===== src/rtl/mux4_rr_arbiter.sv =====
// -----------------------------------------------------------------------------
// mux4_rr_arbiter
//   Round-robin arbiter and sequencer for a shared 4:1 output channel. Grants
//   one requester at a time, drives the downstream mux select and reports
//   ownership through a one-hot grant vector and a valid flag.
//
// Parameters
//   HOLD_MAX : maximum consecutive grant cycles while contended (2..255).
//              Only affects behaviour when ARB_TIMEOUT_EN is defined.
//
// Ports
//   clk   : rising-edge clock
//   rst   : synchronous active-high reset
//   req   : [3:0] request lines, bit i = requester i wants the channel
//   gnt   : [3:0] registered one-hot grant, zero when nothing is granted
//   sel   : [1:0] registered mux select, index of current/last grantee
//   valid : high while a grant is active
//
// Build option
//   ARB_TIMEOUT_EN : when defined, a holder that has owned the channel for
//                    HOLD_MAX cycles is rotated out if anyone else is waiting.
// -----------------------------------------------------------------------------
module mux4_rr_arbiter #(
    parameter int HOLD_MAX = 8
) (
    input  logic       clk,
    input  logic       rst,
    input  logic [3:0] req,
    output logic [3:0] gnt,
    output logic [1:0] sel,
    output logic       valid
);

`ifdef ARB_TIMEOUT_EN
    localparam bit TIMEOUT_EN = 1'b1;
`else
    localparam bit TIMEOUT_EN = 1'b0;
`endif

    localparam logic [7:0] HOLD_LIM = 8'(HOLD_MAX);

    typedef enum logic {IDLE, GRANT} state_t;

    state_t     state;
    logic [1:0] ptr;
    logic [7:0] cnt;

    // Returns {found, index}: first set bit of r scanning p, p+1, p+2, p+3.
    // Scanning from the lowest priority upward lets the highest priority
    // candidate overwrite the result last.
    function automatic logic [2:0] rr_pick(input logic [3:0] r, input logic [1:0] p);
        logic [2:0] res;
        logic [1:0] idx;
        res = 3'b000;
        for (int k = 3; k >= 0; k--) begin
            idx = p + 2'(k);
            if (r[idx]) res = {1'b1, idx};
        end
        return res;
    endfunction

    logic       holder_req;
    logic       release_evt;
    logic       timeout_evt;
    logic [1:0] arb_ptr;
    logic [3:0] arb_req;
    logic [2:0] pick;
    logic       pick_found;
    logic [1:0] pick_idx;

    always_comb begin
        holder_req  = req[sel];
        release_evt = (state == GRANT) && !holder_req;
        timeout_evt = TIMEOUT_EN && (state == GRANT) && holder_req && (cnt == HOLD_LIM);
        // From IDLE the stored pointer applies; on release or timeout the
        // pointer moves past the current holder before arbitrating.
        arb_ptr     = (state == IDLE) ? ptr : sel + 2'd1;
        // On timeout the holder is masked so anyone else waiting wins.
        arb_req     = timeout_evt ? (req & ~(4'b0001 << sel)) : req;
        pick        = rr_pick(arb_req, arb_ptr);
        pick_found  = pick[2];
        pick_idx    = pick[1:0];
    end

    always_ff @(posedge clk) begin
        if (rst) begin
            state <= IDLE;
            gnt   <= 4'b0000;
            sel   <= 2'd0;
            valid <= 1'b0;
            ptr   <= 2'd0;
            cnt   <= 8'd0;
        end else begin
            case (state)
                IDLE: begin
                    if (pick_found) begin
                        state <= GRANT;
                        gnt   <= 4'b0001 << pick_idx;
                        sel   <= pick_idx;
                        valid <= 1'b1;
                        cnt   <= 8'd1;
                        ptr   <= pick_idx + 2'd1;
                    end else begin
                        gnt   <= 4'b0000;
                        valid <= 1'b0;
                    end
                end
                GRANT: begin
                    if (release_evt || timeout_evt) begin
                        if (pick_found) begin
                            // Back-to-back handover, no idle bubble.
                            gnt   <= 4'b0001 << pick_idx;
                            sel   <= pick_idx;
                            valid <= 1'b1;
                            cnt   <= 8'd1;
                            ptr   <= pick_idx + 2'd1;
                        end else if (timeout_evt) begin
                            // Nobody else waiting: holder keeps the channel.
                            cnt <= 8'd1;
                            ptr <= sel + 2'd1;
                        end else begin
                            state <= IDLE;
                            gnt   <= 4'b0000;
                            valid <= 1'b0;
                            ptr   <= sel + 2'd1;
                        end
                    end else if (cnt != 8'hFF) begin
                        cnt <= cnt + 8'd1;
                    end
                end
                default: state <= IDLE;
            endcase
        end
    end

endmodule

===== config.mk =====
export PLATFORM = sky130hd
export DESIGN_NAME = mux4_rr_arbiter
export DESIGN_NICKNAME = d
export VERILOG_FILES = /design/src/rtl/mux4_rr_arbiter.sv
export SDC_FILE = /design/constraint.sdc
export NUM_CORES = 1
export LEC_CHECK = 0
export ABC_AREA = 1
export CORE_MARGIN = 1
export CORE_UTILIZATION = 50
export CTS_CLUSTER_DIAMETER = 120
export DETAILED_ROUTE_END_ITERATION = 8
export PLACE_DENSITY = 0.74
export RECOVER_POWER = 25
export REMOVE_ABC_BUFFERS = 1
export SKIP_CTS_REPAIR_TIMING = 1
export SLEW_MARGIN = 10
export SYNTH_ARGS = -nofsm -noshare
export SYNTH_HDL_FRONTEND = slang
export SYNTH_SLANG_ARGS = --single-unit
export TNS_END_PERCENT = 1

===== constraint.sdc =====
create_clock -name clk -period 5.8 [get_ports clk]
set_clock_uncertainty 0.05 [all_clocks]
set_input_delay 1.16 -clock clk [delete_from_list [all_inputs] [get_ports clk]]
set_output_delay 1.16 -clock clk [all_outputs]
set_load 0.1 [all_outputs]

==> impl_metrics.json, run 1 <==
{
  "die_w_um": 44,
  "layout-drive-gt1-share_pct": 18.00,
  "yosysMostFrequentCell": "nand2_1",
  "dp_hpwl_um": 1419,
  "vias_per_cell": 4.934,
  "yosys_warnings": 0,
  "htreeDepth": 1,
  "start_util_pct": 55.95,
  "numPortBuffers": 12,
  "grt.total_usage_pct": 21.36,
  "drt_iter0_drc": 14,
  "path_delay_family": "buffers and inverters",
  "synth_edf_count": 0,
  "finalCritPeriodShare_pct": 54.09,
  "place_congestion": 0.8568,
  "report.final.slew_viol_count": 0,
  "grt_max_degree": 12,
  "max_freq_mhz": 318.8,
  "gr-total-overflow": 0,
  "routed_wl_um": 1748,
  "coreArea_mm2": 0.001577,
  "io_pins": 13,
  "max_stage_delay_ps": 1190,
  "synth_seq_cells": 10,
  "synth.area.top_cells": "dfxtp_1 (23%), nand2_1 (20%), nand3_1 (7.4%), inv_1 (6.4%), nand2_2 (6.4%)",
  "ant_nets": 0,
  "routedWlPerCell_um": 10.53,
  "cp.arrival_ps": 1930,
  "core.rowCount": 14,
  "hold_viol_final": 0,
  "cts_tree": "done",
  "relSlewSlack_pct": 35.26,
  "critPathRequiredTime_ps": 4590,
  "antenna_cells": 0,
  "cp_slowest_cell": "clkdlybuf4s50_1",
  "critical_path.cell_chain": "clkdlybuf4s50_1",
  "setup_tns_ps": 0,
  "crit_buf_inv": 1,
  "synthTopCellsByCount": "nand2_1 (48), inv_1 (15), nand3_1 (13), dfxtp_1 (10), nand2_2 (9)",
  "synth_flop_cell": "dfxtp_1",
  "fillCellCount": 168,
  "async_flop_share_pct": 0,
  "die_h_um": 44,
  "grt_pass1_wl_um": 3091,
  "rsz0062_at_grt": "false",
  "dieArea_mm2": 0.001936,
  "finalSetupViolCount": 0,
  "synthDistinctLibCells": 22,
  "grt_pass1_vias": 741,
  "netlist_area_um2": 882.1,
  "first_pass_iters": 4,
  "cts_root_buf": "clkbuf_4",
  "syn_avg_cell_area_um2": 6.534,
  "cp_max_fo": 7,
  "clock_latency_ps": 260,
  "synth-seq-area-share_pct": 22.70,
  "syn2layout_area_growth_pct": 14.61,
  "path_class": "reg2out",
  "num_vias": 819,
  "cts_buffers": 3,
  "worstMarginPinSlew_ps": 968.1,
  "synth_area_leader_cell": "dfxtp_1",
  "clock_sink_count": 10,
  "fin_crit_ps": 3137,
  "drc": 0,
  "synth_top_area_share_pct": 22.70,
  "worst_setup_path_start_kind": "flip-flop",
  "hold_path_class": "reg2reg",
  "synthCells": 135,
  "fin_nets": 161,
  "cts_buffer_depth": 2,
  "status": "completed",
  "crit_path_end_kind": "output pin",
  "path_clk_slew_ps": 70,
  "maxCapViolations": 0,
  "antenna_found_initial": 0
}
-- cells in the final DEF (no fill, tap or decap), types with 2 or more instances in the layout --
cell	instances
clkbuf_4	3
nand3_1	14
o21ai_1	3
inv_1	15
nor2_1	7
inv_2	2
nand2_4	2
nand2_2	9
a21oi_1	7
nand2_1	50
clkdlybuf4s50_1	12
dfxtp_1	10
ha_1	4
nand3_2	3
-- per-layer routing --
metal  track usage (%)  part of all wire, %
met4             3.636                    0
met2             32.65                   44
met5                 0                    0
met1             29.37                   53
met3             7.500                  2.9
-- worst paths after layout --
path           from      to  slack (ps)  cells past startpoint
max          sel[1]  sel[1]        2660                      1
max reg2reg   state  ptr[1]        3370                     18
min reg2reg  gnt[3]  gnt[3]         410                      2
min          gnt[3]  gnt[3]         410                      2
-- sequential cells by signal, summed over array words and instances (netlist names) --
signal / cells
valid: 1
state: 1
sel: 2
gnt: 4
ptr: 2
-- metrics by stage --
stage / setup slack, ps / area, µm² / instances / hold WS [ps] / util [%]
global placement: 2682 / 1011 / 162 / 401.2 / 64.13
finish: 2663 / 1011 / 166 / 414.5 / 64.13
CTS: 2634 / 1047 / 166 / 418.2 / 66.43
floorplan: 3131 / 870.8 / 134 / 449.4 / -
global route: 2594 / 1011 / 166 / 436.2 / 64.13
detailed placement: 2651 / 1011 / 162 / 407.6 / 64.13
-- cells by family after synthesis --
kind of cell               share of synthesized area (%)
and+or+nand+nor                                    51.63
buffers and inverters                              9.220
DFF                                                22.69
AOI/OAI and AO/OA                                  10.78
adders and majority gates                          5.674
-- cell type report --
class                      count  area (µm²)  area share [%]
multi-input combinational    106       564.3           55.82
tap                           16       20.02           1.980
sequential                    10       200.2           19.80
timing repair buffer          12       120.1           11.88
inverter                      18       70.07           6.931
clock buffer                   4       36.28           3.589
Power of run 1 is not shown: default switching activity piles up to over one toggle a cycle in this logic, so the estimate is an artifact.
==> run 2, diff against run 1 <==
Settings changed: CORE_UTILIZATION 50 to 47, PLACE_DENSITY 0.74 to 0.73.
Clock period 5.8 ns to 2.8 ns, I/O delays scaled along.
==> run 2 against run 1 <==
Effect of this change: sequential share of layout area about the same; routed wire length decreased by 2.1%; cell area increased by 0.12%; setup slack got worse by 2200 ps; global-route usage decreased by 2.6 points; first-iteration DRC count increased by 36%; die area increased by 6.1%; via count increased by 1.5%; final cell count increased by 4.8%; worst hold slack got worse by 1.5 ps; non-clock buffer count unchanged; sequential cell count unchanged; critical path type is now reg2reg.
==> impl_metrics.json, run 2 (synthesis gave the netlist of run 1 again) <==
{
  "die_w_um": 45.32,
  "antenna_cells": 0,
  "cp_slowest_cell": "dfxtp_1",
  "grt_pass1_wl_um": 2766,
  "grt.total_usage_pct": 18.74,
  "syn2layout_area_growth_pct": 14.75,
  "crit_path_end_kind": "flip-flop",
  "worstMarginPinSlew_ps": 1161,
  "fin_nets": 161,
  "cts_buffers": 3,
  "dp_hpwl_um": 1405,
  "status": "completed",
  "max_stage_delay_ps": 610,
  "drt_iter0_drc": 19,
  "gr-total-overflow": 0,
  "dp.cells": 171,
  "dieArea_mm2": 0.002054,
  "first_pass_iters": 4,
  "critPathRequiredTime_ps": 2920,
  "critical_path.cell_chain": "inv_1 > nand2_1 > nand2_4 > nand3_1 > nand3_2 > nand2_4 > nand2_1 > nand2_1 > nand2_1 > nand2_2 > inv_2 > ha_1 > nand2_1 > nand2_1 > nor2_1 > nor2_1",
  "path_delay_family": "simple AND/OR/NAND/NOR gates",
  "path_clk_slew_ps": 70,
  "report.final.slew_viol_count": 0,
  "largest_register_ffs": 4,
  "final_cell_mix": "nand2_1 (48), inv_1 (15), nand3_1 (13), dfxtp_1 (10), nand2_2 (9)",
  "htreeDepth": 1,
  "routedWlPerCell_um": 9.833,
  "core.rowCount": 15,
  "maxCapViolations": 0,
  "coreArea_mm2": 0.001745,
  "num_vias": 831,
  "max_freq_mhz": 421.4,
  "clock_sink_count": 10,
  "path_class": "reg2reg",
  "cts_tree": "done",
  "fin_crit_ps": 2373,
  "numPortBuffers": 12,
  "reg.largest.list": "gnt (4), ptr (2), sel (2)",
  "cp.arrival_ps": 2490,
  "final_common_cell": "nand2_1",
  "finalSetupViolCount": 0,
  "antenna_found_initial": 0,
  "io_pins": 13,
  "routed_wl_um": 1711,
  "rsz0062_at_grt": "false",
  "worst_setup_path_start_kind": "flip-flop",
  "clock_latency_ps": 270,
  "fillCellCount": 176,
  "cp_max_fo": 11,
  "start_util_pct": 50.54,
  "instances_no_fill": 174,
  "die_h_um": 45.32,
  "regMostFlops": "gnt",
  "ant_nets": 0,
  "hold_viol_final": 0,
  "grt_pass1_vias": 658,
  "hold_path_class": "reg2reg",
  "cts_buffer_depth": 2,
  "finalCritPeriodShare_pct": 84.76,
  "grt_max_degree": 12,
  "place_congestion": 0.8068,
  "cts_root_buf": "clkbuf_4",
  "path_common_cell": "nand2_1",
  "relSlewSlack_pct": 22.93,
  "drc": 0,
  "setup_tns_ps": 0,
  "layout-drive-gt1-share_pct": 22.15,
  "crit_buf_inv": 2,
  "vias_per_cell": 4.776
}
[run 2: cell count changes in the layout (fill, tap and decap cells not counted)]
cell | before | now
nand3_2 | 3 | 4
nand2_4 | 2 | 3
clkdlybuf4s50_1 | 12 | 5
buf_4 | 0 | 3
nor2_1 | 7 | 6
nand2_8 | 0 | 1
nor2_4 | 1 | 2
clkbuf_8 | 1 | 0
clkbuf_1 | 0 | 4
nand2_1 | 50 | 48
nand3_1 | 14 | 13
[run 2: cell type report]
cell class	instances	area (µm²)	share of cell area [%]
Clock buffer	3	22.52	2.225
Inverter	18	70.07	6.922
Tap cell	25	31.28	3.090
Multi-Input combinational cell	106	600.6	59.33
Sequential cell	10	200.2	19.78
Timing Repair Buffer	12	87.58	8.653
[run 2: final timing paths]
kind / startpoint / end / slack, ps / cells past startpoint
worst min register to register: gnt[3] / gnt[3] / 410 / 2
worst max-delay path: state / ptr[1] / 430 / 16
worst min-delay path: gnt[3] / gnt[3] / 410 / 2
worst max register to register: state / ptr[1] / 430 / 16
[run 2: per-stage QoR]
| step | util (%) | hold WS (ps) | worst slack [ps] | instance area [µm²] |
|---|---|---|---|---|
| after floorplan | - | 449.4 | 131.4 | 870.8 |
| after global placement | 57.56 | 404.1 | 241.0 | 1005 |
| after detailed placement | 57.56 | 406.5 | 201.3 | 1005 |
| after CTS | 58.85 | 416.5 | 411.9 | 1027 |
| after global routing | 57.99 | 438.5 | 192.4 | 1012 |
| final | 57.99 | 413.0 | 426.7 | 1012 |
[run 2: routing by layer]
| metal | vias to the layer above | global-route usage [%] | routed length (µm) |
|---|---|---|---|
| met4 | 0 | 7.273 | 34 |
| li1 | 455 | - | - |
| met2 | 7 | 30.14 | 785 |
| met3 | 5 | 3.600 | 33 |
| met1 | 364 | 24.57 | 858 |
| met5 | - | 0 | 0 |
[run 2: worst register-to-register path, cell delays in order, from the launching register on]
cell and delay (ps):
dfxtp_1 610, inv_1 160, nand2_1 130, nand2_4 70, nand3_1 150, nand3_2 130
nand2_4 110, nand2_1 60, nand2_1 50, nand2_1 60, nand2_2 100, inv_2 60
ha_1 280, nand2_1 60, nand2_1 60, nor2_1 90, nor2_1 40
Power of run 2 is left out for the same reason.
==> run 3, diff against run 2 <==
Clock period 2.8 ns to 1.98 ns, I/O delays scaled along.
==> run 3 against run 2 <==
Effect of this change: register-to-register slack worse by 480 ps; critical path depth down 2; critical endpoint unchanged; cell area up 45%; critical path type unchanged; fmax up 17%; sequential share of layout area down 5.3 points; the flow now finishes with violations (negative setup slack); routed wire length up 63%; first-iteration DRC count up 110%; core utilization up 26 points; via count up 25%.
==> impl_metrics.json, run 3 (synthesis gave the netlist of run 1 again) <==
{
  "status": "complete, but fails checks",
  "violations": "negative setup slack",
  "regMostFlops": "gnt",
  "drc": 0,
  "start_util_pct": 50.54,
  "antenna_found_initial": 0,
  "io_pins": 13,
  "path_delay_family": "simple AND/OR/NAND/NOR gates",
  "clock_latency_ps": 270,
  "cts_buffers": 3,
  "max_stage_delay_ps": 370,
  "htreeDepth": 1,
  "reg.largest.list": "gnt (4), ptr (2), sel (2)",
  "layout-drive-gt1-share_pct": 54.24,
  "core.rowCount": 15,
  "worstMarginPinSlew_ps": 541.4,
  "num_vias": 1036,
  "cp_max_fo": 6,
  "grt_pass1_wl_um": 3194,
  "relSlewSlack_pct": 64.06,
  "final_common_cell": "nand2_1",
  "gr-total-overflow": 0,
  "r2r_start": "state",
  "rsz0062_at_grt": "true",
  "ant_nets": 0,
  "drt_iter0_drc": 39,
  "startpoint": "state",
  "max_freq_mhz": 490.9,
  "cts_tree": "done",
  "cts_buffer_depth": 2,
  "grt_pass1_vias": 793,
  "report.final.slew_viol_count": 0,
  "fin_nets": 188,
  "final_cell_mix": "nand2_1 (32), buf_4 (26), nand2_2 (19), inv_1 (9), nand3_1 (9)",
  "hold_viol_final": 0,
  "coreArea_mm2": 0.001745,
  "first_pass_iters": 4,
  "reg2reg_slack_ps": -60,
  "r2r_cells": 14,
  "crit_path_end_kind": "flip-flop",
  "die_h_um": 45.32,
  "maxCapViolations": 0,
  "die_w_um": 45.32,
  "clock_sink_count": 10,
  "path_clk_slew_ps": 70,
  "dieArea_mm2": 0.002054,
  "path_class": "reg2reg",
  "worst_setup_path_start_kind": "flip-flop",
  "instances_no_fill": 202,
  "r2r_end": "ptr[1]",
  "cp_num_cells": 14,
  "hold_path_class": "reg2reg",
  "routedWlPerCell_um": 13.78,
  "dp_hpwl_um": 1642,
  "crit_buf_inv": 3,
  "critPathRequiredTime_ps": 2100,
  "setup.worst_path.end": "ptr[1]",
  "grt_max_degree": 9,
  "critical_path.cell_chain": "buf_6 > nand2_4 > nand2_8 > buf_6 > nand2_4 > nand3_4 > nand2_1 > inv_1 > a21boi_4 > ha_4 > nand2_2 > nand2_1 > nor2_1 > nor2_1",
  "finalSetupViolCount": 1,
  "largest_register_ffs": 4,
  "place_congestion": 0.8896,
  "setup_ws_ps": -56.96,
  "hold_start": "gnt[2]",
  "fin_crit_ps": 2037,
  "syn2layout_area_growth_pct": 65.96,
  "cts_root_buf": "clkbuf_4",
  "cp.arrival_ps": 2160,
  "finalCritPeriodShare_pct": 102.9,
  "grt.total_usage_pct": 21.13,
  "dp.cells": 192,
  "routed_wl_um": 2784,
  "numPortBuffers": 12,
  "cp_slowest_cell": "dfxtp_4",
  "antenna_cells": 0,
  "vias_per_cell": 5.129
}
==> run 3: layer usage <==
| metal | routed length, µm | global-route usage (%) | vias up |
|---|---|---|---|
| li1 | - | - | 510 |
| met1 | 1191 | 25.73 | 495 |
| met2 | 1461 | 37.10 | 23 |
| met3 | 95 | 6.000 | 8 |
| met4 | 36 | 3.636 | 0 |
| met5 | 0 | 0 | - |
==> run 3: worst min-delay path by stage <==
stage                   to  depth (start not counted)
floorplan           ptr[0]                          1
global placement    gnt[0]                          2
detailed placement  gnt[2]                          2
CTS                 gnt[2]                          2
global route        gnt[2]                          2
finish              gnt[2]                          2
==> run 3: through the flow <==
step	TNS (ps)	hold WS, ps	utilization (%)	worst slack, ps	cell area (µm²)
after floorplan	-4048	408.4	-	-688.6	870.8
after global routing	-484.9	449.0	83.87	-136.8	1464
after detailed placement	-1134	407.1	68.03	-293.0	1187
final	-56.96	417.2	83.87	-56.96	1464
after global placement	-879.2	403.8	68.03	-229.0	1187
after CTS	-377.6	417.3	70.11	-190.9	1224
==> run 3: area by class of cell <==
| class | instances | area (µm²) |
|---|---|---|
| Clock buffer | 4 | 36.28 |
| Fill cell | 111 | 281.5 |
| Inverter | 18 | 72.57 |
| Multi-Input combinational cell | 106 | 767.0 |
| Sequential cell | 10 | 211.5 |
| Tap cell | 25 | 31.28 |
| Timing Repair Buffer | 39 | 345.3 |
==> run 3: worst reg2reg max path, delay by kind of cell (launching register included) <==
family | cells | cell delay [ps]
AND/OR/NAND/NOR | 9 | 660
AO/OA/AOI/OAI | 1 | 260
adder cells (fa/ha/maj) | 1 | 250
buffers and inverters | 3 | 340
flip-flops | 1 | 370
Power of run 3 is left out for the same reason.
